## config.mk

```make
export PLATFORM = sky130hd
export DESIGN_NAME = demux1x4_sched
export DESIGN_NICKNAME = d
export VERILOG_FILES = /design/src/rtl/demux1x4_sched.sv
export SDC_FILE = /design/constraint.sdc
export NUM_CORES = 1
export LEC_CHECK = 0
export CORE_MARGIN = 8
export CORE_UTILIZATION = 40
export DETAILED_ROUTE_END_ITERATION = 8
export PLACE_DENSITY = 0.69
export SLEW_MARGIN = 10
export SYNTH_ARGS = -nofsm -noshare
export SYNTH_HDL_FRONTEND = slang
export SYNTH_SLANG_ARGS = --single-unit
export TNS_END_PERCENT = 5
```

## constraint.sdc

```tcl
create_clock -name clk -period 2.1 [get_ports clk]
set_clock_uncertainty 0.15 [all_clocks]
set_input_delay 0.21 -clock clk [delete_from_list [all_inputs] [get_ports clk]]
set_output_delay 0.21 -clock clk [all_outputs]
set_load 0.02 [all_outputs]
```

## src/rtl/demux1x4_sched.sv

```systemverilog
// Round-robin dispatcher in front of a 1x4 demux: holds one word and
// offers it to exactly one enabled channel, rotating among channels.
//
// Ports:
//   clk, rst         clock, synchronous active-high reset
//   e, chan_en       global enable, per-channel eligibility mask
//   in_valid/ready   input stream handshake, in_data input word
//   out_valid[4]     one-hot offer, out_ready[4] per-channel accept
//   out_data         held word (shared bus), sel demux select
//   busy             word held, cnt delivered-word count (wraps)
module demux1x4_sched #(
  parameter int DW = 8
) (
  input  logic          clk,
  input  logic          rst,
  input  logic          e,
  input  logic [3:0]    chan_en,
  input  logic          in_valid,
  input  logic [DW-1:0] in_data,
  output logic          in_ready,
  output logic [3:0]    out_valid,
  input  logic [3:0]    out_ready,
  output logic [DW-1:0] out_data,
  output logic [1:0]    sel,
  output logic          busy,
  output logic [7:0]    cnt
);

  typedef enum logic {
    IDLE,
    HOLD
  } state_e;

  state_e        state_q, state_d;
  logic [1:0]    ptr_q, ptr_d;
  logic [1:0]    sel_q, sel_d;
  logic [DW-1:0] data_q, data_d;
  logic [7:0]    cnt_q, cnt_d;

  logic       deliver;
  logic       accept;
  logic [1:0] base;

  // First enabled channel starting at p, wrapping 3 -> 0.
  // An empty mask never reaches here since in_ready is then low.
  function automatic logic [1:0] tgt(
    input logic [1:0] p,
    input logic [3:0] m
  );
    logic [1:0] k;
    logic [1:0] r;
    logic       hit;
    r   = p;
    hit = 1'b0;
    for (int i = 0; i < 4; i++) begin
      k = p + 2'(i);
      if (!hit && m[k]) begin
        r   = k;
        hit = 1'b1;
      end
    end
    return r;
  endfunction

  assign deliver = (state_q == HOLD) && out_ready[sel_q];

  // deliver feeds in_ready combinationally so a ready channel
  // sustains one word per cycle.
  assign in_ready = e && (chan_en != 4'b0000)
                  && ((state_q == IDLE) || deliver);

  assign accept = in_valid && in_ready;

  // After a delivery in the same cycle, rotation continues past the
  // channel just served rather than the stale pointer.
  assign base = deliver ? (sel_q + 2'd1) : ptr_q;

  always_comb begin
    state_d = state_q;
    ptr_d   = ptr_q;
    sel_d   = sel_q;
    data_d  = data_q;
    cnt_d   = cnt_q;

    if (deliver) begin
      ptr_d = sel_q + 2'd1;
      cnt_d = cnt_q + 8'd1;
    end

    if (accept) begin
      data_d = in_data;
      sel_d  = tgt(base, chan_en);
    end

    unique case (state_q)
      IDLE: begin
        if (accept) state_d = HOLD;
      end
      HOLD: begin
        if (deliver && !accept) state_d = IDLE;
      end
      default: state_d = IDLE;
    endcase
  end

  always_ff @(posedge clk) begin
    if (rst) begin
      state_q <= IDLE;
      ptr_q   <= 2'd0;
      sel_q   <= 2'd0;
      data_q  <= '0;
      cnt_q   <= 8'd0;
    end else begin
      state_q <= state_d;
      ptr_q   <= ptr_d;
      sel_q   <= sel_d;
      data_q  <= data_d;
      cnt_q   <= cnt_d;
    end
  end

  assign out_valid = (state_q == HOLD) ? (4'b0001 << sel_q) : 4'b0000;
  assign out_data  = data_q;
  assign sel       = sel_q;
  assign busy      = (state_q == HOLD);
  assign cnt       = cnt_q;

endmodule

```

==> metrics.md, run 1 <==
| Metric | Value |
|---|---|
| Outcome | complete, no violations |
| CP endpoint kind | register |
| Peak Freq | 0.4981 GHz |
| Port-buffer cells | 43 |
| Final min period | 2008 ps |
| TritonCTS clock tree | built |
| Most instantiated cells after synthesis | dfxtp_1 (21), nor2_1 (18), mux2i_1 (11) |
| Cell count after synthesis | approximately 130 |
| Final-report max-slew violation count | 0 |
| Yosys cell types | 37 |
| Min-Delay Path Class | input port to register |
| Tot Pwr | 0.0008775 W |
| Clock latency on the worst-skew pair | 310 ps |
| DP HPWL | 2.484 mm |
| Hold WS | between 300 and 400 ps |
| Max_cap viols | 0 |
| Sequential fraction of the synthesis area | a little over a third |
| Worst Hold Path EP | out_data[7] |
| Reg2reg start | sel[0] |
| Pin count of the biggest net entering global routing | 16 |
| Syn Area/Cell | 9.292 um^2 |
| Routed vias/inst | 5.153 |
| Clock slew at reported path FFs | 120 ps |
| Fin area | 1812 um^2 |
| Reg2Reg Setup Slack | 90 ps |
| Fin util | 61.36% |
| Hold Startpoint | in_data[7] |
| Initial core utilization | between 40% and 50% |
| Critical Path AT | approximately 2100 ps |
| Post-synth top area cell | dfxtp_1 |
| Starting DRT DRC Count | 32 |
| Count leader, synth | dfxtp_1 |
| Number of synthesized register bits | 21 |
| Share of cells above drive strength 1 | 17.46% |
| Synth warnings | 0 |
| Req. time, crit path | 2160 ps |
| CTS Buf Count | 3 |
| DRT Pass-1 Iters | 4 |
| Aggregate global-route resource usage | 13.17% |
| Antenna viol nets, final | 0 |
| Die area | around 5000 um^2 |
| Via count | 1144 |
| Vias in the first global route | 1204 |
| # IOs | 44 |
| Leakage | 0.7854 nW |
| Drt drc | 0 |
| Antenna violations before repair | 0 |
| Final GP Congestion | between 0.8 and 0.9 |
| # fillers | 273 |
| Max VDD drop | 0.2309 mV |
| Post-Route WL | ~3.2 mm |
| Setup_tns | 0 ps |
| Core Rows | 20 |
| Final Hold Viols | 0 |
| Total grt overflow | 0 |
| Crit Path Category | register to register |
| R2R cell count | 6 |
| Die Width | 70.74 um |
| Crit Reg-Reg Endpoint | sel[1] |
| Mapped Nets | 154 |
| Max FO, Critical Path | 9 |
| P per Cell Area | 484.3 nW/um^2 |
| Syn-to-layout area delta | 51.15% |
| Synth top area share | 35.07% |
| Final period utilization | 95.60% |
| Top area cells in the synthesized netlist | dfxtp_1 (35%), mux2i_1 (9.2%), nor2_1 (5.6%) |
| Netlist Area Pre-Place | 1199 um^2 |
| Core area | 2953 um^2 |
| Worst Hold Depth | 3 |
| Worst slew margin | 71.89% |
| Clock Tree Buf Depth | 2 |
| First-pass GRT wire length | between 5 and 6 mm |
| Top_reg_cell synth | dfxtp_1 |
| WL/cell | 14.22 um |
| CTS Root Cell | clkbuf_4 |
| EDFF count, synth | 0 |
| Die height | 70.74 um |
| Sink Count | 21 |
| H-tree levels | 1 |
| Asr flop ratio synth | 0% |
| Slew @ Worst Pin | 420.6 ps |
| Final #Nets | roughly 220 |
| Ant diodes | 0 |
| Post-Place Cell Area | 1787 um^2 |
| Final Setup Violations | 0 |
| CP startpoint kind | register |
==> cells by family after synthesis <==
logic type      count (synthesis)  synth area share (%)
simple gates                   49                 20.56
flops                          21                 35.07
compound gates                 20                 14.30
mux                            15                 14.61
buf+inv                        12                 5.114
xor+xnor                        7                 5.115
fa+ha+maj                       5                 5.219
==> what timing repair did <==
action,4_1_cts,5_1_grt
buffers inserted,0,0
setup endpoints to repair,5,4
hold buffers,0,0
gates resized for setup,9,5
==> state kept, by name (all words and copies together), names as in the netlist <==
| signal | flops |
|---|---|
| sel | 2 |
| out_data | 8 |
| busy | 1 |
| ptr_q | 2 |
| cnt | 8 |
==> worst max-delay path, cell delays in order, from the launching register on <==
cell and delay (ps):
dfxtp_2 360, buf_6 140, mux2i_2 160, o22ai_4 280
mux2_4 340, o311a_1 290, o21a_1 190
==> cell type report <==
type,count,area [um^2],share of cell area (%)
Sequential cell,21,422.9,23.34
Timing Repair Buffer,62,579.3,31.98
Multi-Input combinational cell,96,718.2,39.64
Inverter,6,22.52,1.243
Clock buffer,3,22.52,1.243
Clock inverter,1,5.005,0.2762
Tap cell,33,41.29,2.279
==> cells in the final DEF (no fill, tap or decap), types with 3 or more instances in the layout <==
cell type,n
and2_1,7
inv_1,6
nand2b_1,6
mux2i_1,11
clkbuf_4,3
nand3_1,3
clkdlybuf4s50_1,38
dfxtp_1,19
ha_1,5
buf_4,17
nand2_1,5
a21oi_1,5
nor2_1,18
xor2_1,6
==> worst max path at each step <==
| stage | startpoint | end | slack [ps] | cells after the start |
|---|---|---|---|---|
| floorplan | sel[0] | sel[1] | 20 | 6 |
| global placement | out_ready[2] | in_ready | -210 | 5 |
| detailed placement | out_ready[3] | in_ready | -250 | 5 |
| CTS | sel[0] | out_valid[2] | 6 | 6 |
| global route | sel[0] | sel[0] | -7 | 6 |
| finish | sel[0] | sel[1] | 90 | 6 |
==> through the flow <==
| stage | worst slack (ps) | instances |
|---|---|---|
| floorplan | 20.44 | 129 |
| global placement | -209.5 | 218 |
| detailed placement | -249.6 | 218 |
| CTS | 5.609 | 222 |
| global route | -7.298 | 222 |
| finish | 92.37 | 222 |
==> routing by layer <==
metal  global-route usage [%]  wire (um)  part of all wire (%)  vias to the layer above
met5                        0          0                     0                        -
met4                    5.312         42                   1.3                        0
met3                    4.237        195                   6.2                        5
met2                    23.69       1582                    50                       31
met1                    13.76       1336                    42                      539
li1                         -          -                     -                      569
==> power breakdown <==
part,total [W],internal [W],switching (W)
clock,0.000202,0.0000712,0.000130
sequential,0.000429,0.000414,0.0000147
combinational,0.000247,0.000136,0.000111
total,0.000877,0.000622,0.000256
Note: power is estimated with default switching activity, not from simulation.
==> run 2, diff against run 1 <==
--- a/config.mk
+++ b/config.mk
@@ -5,10 +5,13 @@
 export SDC_FILE = /design/constraint.sdc
 export NUM_CORES = 1
 export LEC_CHECK = 0
+export CELL_PAD_IN_SITES_DETAIL_PLACEMENT = 1
+export CELL_PAD_IN_SITES_GLOBAL_PLACEMENT = 1
 export CORE_MARGIN = 8
 export CORE_UTILIZATION = 40
 export DETAILED_ROUTE_END_ITERATION = 8
-export PLACE_DENSITY = 0.69
+export DONT_BUFFER_PORTS = 1
+export PLACE_DENSITY = 0.66
 export SLEW_MARGIN = 10
 export SYNTH_ARGS = -nofsm -noshare
 export SYNTH_HDL_FRONTEND = slang
==> run 2 against run 1 <==
Compared with the run above: sequential power up 3%; largest cell class unchanged; fmax down 0.60%; critical path depth fell by 1; setup slack got worse by 12 ps; via count down 15%; critical path type unchanged; non-clock buffer count decreased by 46; cell count is 21% lower; design area down 23%; critical endpoint is now sel[0].
==> metrics.md, run 2 (synthesized netlist as in run 1, its figures left out) <==
| Metric | Value |
|---|---|
| Pin count of the biggest net entering global routing | 22 (+6) |
| Crit Reg-Reg Endpoint | sel[0] |
| Most frequent cells in the layout | dfxtp_1 (19), nor2_1 (18), mux2i_1 (11) |
| Core area | 2953 um^2 (unchanged) |
| Aggregate global-route resource usage | 12.84% (-0.33 points) |
| Initial core utilization | 40.59% (unchanged) |
| Fin area | 1389 um^2 (-23%) |
| Req. time, crit path | 2150 ps (about the same) |
| R2R cell count | 5 (-1) |
| Vias in the first global route | 1052 (-13%) |
| Critical Path AT | 2070 ps (about the same) |
| # fillers | 362 (+33%) |
| Share of cells above drive strength 1 | 13.29% (-4.2 points) |
| # IOs | 44 (unchanged) |
| Max FO, Critical Path | 5 (-4) |
| Final-report max-slew violation count | 0 (unchanged) |
| Die area | 5004 um^2 (unchanged) |
| Via count | 970 (-15%) |
| Final Hold Viols | 0 (unchanged) |
| Launch point of the worst path | sel[0] |
| Post-Route WL | 3.216 mm (+1.9%) |
| DP HPWL | 2.436 mm (-1.9%) |
| Slew @ Worst Pin | 747.1 ps (+326.5 ps) |
| Starting DRT DRC Count | 56 (+75%) |
| H-tree levels | 1 (unchanged) |
| WL/cell | 18.27 um (+28%) |
| Leakage | 0.5788 nW (-26%) |
| Ant diodes | 0 (unchanged) |
| Clock latency on the worst-skew pair | 300 ps (about the same) |
| Peak Freq | 0.4951 GHz (-0.60%) |
| Clock slew at reported path FFs | 110 ps (about the same) |
| Setup slack after layout | 80.20 ps (-12.17 ps) |
| CTS Root Cell | clkbuf_4 |
| Antenna viol nets, final | 0 (unchanged) |
| Layout Cells excl Fill | 176 (-21%) |
| P per Cell Area | 569.0 nW/um^2 (+17%) |
| Final GP Congestion | 0.7840 (-11%) |
| Worst setup path endpoint | sel[0] |
| Final #Nets | 169 (-21%) |
| Commonest non-fill, non-tap cell in the layout | dfxtp_1 |
| Unrepaired setup endpoints after global routing | no |
| Min-Delay Path Class | input port to register |
| CP startpoint kind | register |
| Total grt overflow | 0 (unchanged) |
| Syn-to-layout area delta | 15.87% |
| Crit Path Category | register to register |
| Worst slew margin | 50.03% (-22 points) |
| Final period utilization | 96.18% (+0.58 points) |
| Final Setup Violations | 0 (unchanged) |
| TritonCTS clock tree | built |
| Fin util | 47.03% (-14 points) |
| Placed Cells incl. Taps | 163 (-25%) |
| DRT Pass-1 Iters | 4 (unchanged) |
| CP endpoint kind | register |
| Worst Hold Depth | 2 (-1) |
| Drt drc | 0 (unchanged) |
| Core Rows | 20 (unchanged) |
| Max_cap viols | 0 (unchanged) |
| Reg2Reg Setup Slack | 80 ps (about the same) |
| First-pass GRT wire length | 5.195 mm (-4.9%) |
| Outcome | complete, no violations |
| Worst slack at placement | 9.853 ps (+259.5 ps) |
| Max VDD drop | 0.2643 mV (+14%) |
| Final min period | 2020 ps (+12.17 ps) |
| Antenna violations before repair | 0 (unchanged) |
| Clock Tree Buf Depth | 2 (unchanged) |
| CTS Buf Count | 3 (unchanged) |
| Reg2reg start | sel[0] |
| Setup_tns | 0 ps (unchanged) |
| Die Width | 70.74 um (unchanged) |
| Sink Count | 21 (unchanged) |
| Post-Place Cell Area | 1266 um^2 (-29%) |
| Routed vias/inst | 5.511 (+7.0%) |
| Port-buffer cells | 0 (-100%) |
| Die height | 70.74 um (unchanged) |
## run 2: cell types whose count changed in the layout (fill, tap and decap cells not counted), sizes merged
| cell | before | now |
|---|---|---|
| dlymetal6s2s | 1 | 0 |
| dlygate4sd3 | 0 | 9 |
| buf | 20 | 7 |
| dlygate4sd2 | 2 | 0 |
| clkdlybuf4s50 | 38 | 0 |
| clkbuf | 4 | 3 |
## run 2: how the worst min path moves through the flow
stage,from,endpoint
2_1_floorplan,rst,ptr_q[1]
3_3_place_gp,rst,out_data[4]
3_5_place_dp,rst,busy
4_1_cts,chan_en[3],sel[1]
5_1_grt,chan_en[3],sel[1]
6_report,chan_en[3],sel[1]
## run 2: report_power, final
group / internal [W] / leakage, nW / switching [W]
clock: 0.0000710 / 0.0177 / 0.000121
combinational: 0.0000751 / 0.389 / 0.0000796
sequential: 0.000414 / 0.172 / 0.0000302
total: 0.000560 / 0.579 / 0.000231
## run 2: per-layer routing
metal	up-vias	wire, um	GRT usage [%]
li1	472	-	-
met1	476	1181	12.35
met2	18	1809	24.72
met3	4	199	3.955
met4	0	25	4.850
met5	-	0	0
## run 2: final cells by class
cell class | count | area [um^2] | share of cell area [%]
repair buffers | 16 | 155.1 | 11.17
multi-input cells | 96 | 716.9 | 51.62
clock buffers | 3 | 22.52 | 1.622
clock inverters | 1 | 5.005 | 0.3604
flip-flops and latches | 21 | 425.4 | 30.63
inverters | 6 | 22.52 | 1.622
well taps | 33 | 41.29 | 2.973
## run 2: what timing repair did
item,in CTS,in global routing
setup buffers,0,0
resized for setup,1,2
setup endpoints to repair,2,2
hold endpoints to repair,21,0
hold buffers,9,0
## run 2: metrics by stage
step / hold WS [ps] / power (W)
2_1_floorplan: 131.6 / 0.0005603
3_3_place_gp: 134.4 / 0.0005819
3_5_place_dp: 134.4 / 0.0005877
4_1_cts: 18.05 / 0.0008094
5_1_grt: 17.79 / 0.0008410
6_report: 33.99 / 0.0007903
## run 2: critical path, cell delays in order, from the launching register on
cell	delay, ps
dfxtp_4	410
mux2i_2	280
o22ai_4	140
a2111oi_0	600
nor3_1	100
a221oi_1	240
==> run 3, diff against run 2 <==
--- a/config.mk
+++ b/config.mk
@@ -12,6 +12,7 @@
 export DETAILED_ROUTE_END_ITERATION = 8
 export DONT_BUFFER_PORTS = 1
 export PLACE_DENSITY = 0.66
+export RECOVER_POWER = 25
 export SLEW_MARGIN = 10
 export SYNTH_ARGS = -nofsm -noshare
 export SYNTH_HDL_FRONTEND = slang
==> run 3 against run 2 <==
Compared with the run above: design area is 0.27% lower; power hardly changed; sequential cell count stayed put; cell count stayed put; register-to-register slack hardly changed; first-iteration DRC count is 1.8% higher; wire length hardly changed; via count is 0.21% higher; non-clock buffer count stayed put; critical path depth stayed put; clock power hardly changed.
==> metrics.md, run 3 (synthesized netlist as in run 1, its figures left out) <==
| Metric | Value |
|---|---|
| Unrepaired setup endpoints after global routing | no |
| Slew @ Worst Pin | 741.1 ps (-5.962 ps) |
| DRT Pass-1 Iters | 4 (unchanged) |
| Crit-path slowest cell | a2111oi_0 |
| Starting DRT DRC Count | 57 (+1.8%) |
| Syn-to-layout area delta | 15.55% |
| Max VDD drop | 0.2636 mV (-0.26%) |
| Routed vias/inst | 5.523 (+0.21%) |
| Die height | 70.74 um (unchanged) |
| Clock latency on the worst-skew pair | 300 ps (about the same) |
| Final period utilization | 96.13% (about the same) |
| Min-Delay Path Class | input port to register |
| Outcome | complete, no violations |
| First-pass GRT wire length | 5.195 mm (unchanged) |
| Initial core utilization | 40.59% (unchanged) |
| Sink Count | 21 (unchanged) |
| Critical Path AT | 2070 ps (about the same) |
| Final Hold Viols | 0 (unchanged) |
| Clock slew at reported path FFs | 110 ps (about the same) |
| Setup slack after layout | 81.25 ps (+1.057 ps) |
| Setup_tns | 0 ps (unchanged) |
| Peak Freq | 0.4954 GHz (about the same) |
| # IOs | 44 (unchanged) |
| Final min period | 2019 ps (-1.057 ps) |
| CP max stage delay | 600 ps (about the same) |
| Core area | 2953 um^2 (unchanged) |
| Core Rows | 20 (unchanged) |
| Antenna violations before repair | 0 (unchanged) |
| Crit Path Category | register to register |
| CP startpoint kind | register |
| Final Setup Violations | 0 (unchanged) |
| Post-Route WL | 3.214 mm (about the same) |
| Die area | 5004 um^2 (unchanged) |
| Storage cell area | 425.4 um^2 (unchanged) |
| Commonest non-fill, non-tap cell in the layout | dfxtp_1 |
| Most frequent cells in the layout | dfxtp_1 (19), nor2_1 (18), mux2i_1 (11) |
| Drt drc | 0 (unchanged) |
| H-tree levels | 1 (unchanged) |
| Max FO, Critical Path | 5 (unchanged) |
| Total grt overflow | 0 (unchanged) |
| CP endpoint kind | register |
| Share of cells above drive strength 1 | 12.59% (-0.70 points) |
| P per Cell Area | 570.2 nW/um^2 (+0.21%) |
| Leakage | 0.5745 nW (-0.74%) |
| Max_cap viols | 0 (unchanged) |
| Family with the most delay on the worst path | compound AO/OA/AOI/OAI gates |
| TritonCTS clock tree | built |
| CTS Root Cell | clkbuf_4 |
| Antenna viol nets, final | 0 (unchanged) |
| Worst slack at placement | 9.853 ps (unchanged) |
| Vias in the first global route | 1052 (unchanged) |
| Placed Cells incl. Taps | 163 (unchanged) |
| Port-buffer cells | 0 (unchanged) |
| Critical Path, Cell by Cell | mux2i_2 -> o22ai_4 -> a2111oi_0 -> nor3_1 -> a221oi_1 |
| Worst slew margin | 50.43% (+0.40 points) |
| Reg2Reg Setup Slack | 80 ps (about the same) |
| # fillers | 362 (unchanged) |
| Req. time, crit path | 2150 ps (about the same) |
| Layout Cells excl Fill | 176 (unchanged) |
| Multi-input gate area | 716.9 um^2 (unchanged) |
| Via count | 972 (+0.21%) |
| Buf/Inv on CP | 0 (unchanged) |
| Final #Nets | 169 (unchanged) |
| Pin count of the biggest net entering global routing | 22 (unchanged) |
| Final-report max-slew violation count | 0 (unchanged) |
| Clock Tree Buf Depth | 2 (unchanged) |
| Aggregate global-route resource usage | 12.84% (unchanged) |
| WL/cell | 18.26 um (about the same) |
| Ant diodes | 0 (unchanged) |
| Final GP Congestion | 0.7840 (unchanged) |
| CTS Buf Count | 3 (unchanged) |
| DP HPWL | 2.436 mm (unchanged) |
| Die Width | 70.74 um (unchanged) |
[run 3: metal layers]
metal	up-vias	global-route usage (%)	routed length (um)
li1	472	-	-
met1	474	12.35	1159
met2	22	24.72	1811
met3	4	3.955	217
met4	0	4.850	25
met5	-	0	0
[run 3: worst paths after layout]
check / startpoint / end / cells after the start
setup reg to reg: sel[0] / sel[0] / 5
hold reg to reg: busy / busy / 2
hold / removal: chan_en[3] / sel[1] / 2
setup / recovery: sel[0] / sel[0] / 5
[run 3: per-stage QoR]
step / total power [W] / instance area (um^2) / utilization (%) / hold WS [ps]
2_1_floorplan: 0.0005603 / 1199 / - / 131.6
3_3_place_gp: 0.0005819 / 1266 / 42.88 / 134.4
3_5_place_dp: 0.0005877 / 1266 / 42.88 / 134.4
4_1_cts: 0.0008094 / 1385 / 46.91 / 18.05
5_1_grt: 0.0008410 / 1385 / 46.91 / 17.79
6_report: 0.0007898 / 1385 / 46.91 / 33.99
[run 3: layout make-up]
type	count	share of cell area [%]
clock buffers	3	1.626
clock inverters	1	0.3613
inverters	6	1.626
multi-input cells	96	51.76
flip-flops and latches	21	30.71
well taps	33	2.981
repair buffers	16	10.93
[run 3: report_power, final]
group          switching, W  internal [W]
Combinational     0.0000795     0.0000751
Clock              0.000120     0.0000710
Sequential        0.0000302      0.000414
[run 3: timing repair]
item,4_1_cts,5_1_grt
setup endpoints to repair,2,2
resized for setup,1,2
hold endpoints to repair,21,0
hold buffers,9,0
buffers inserted,0,0
pin swaps,0,0
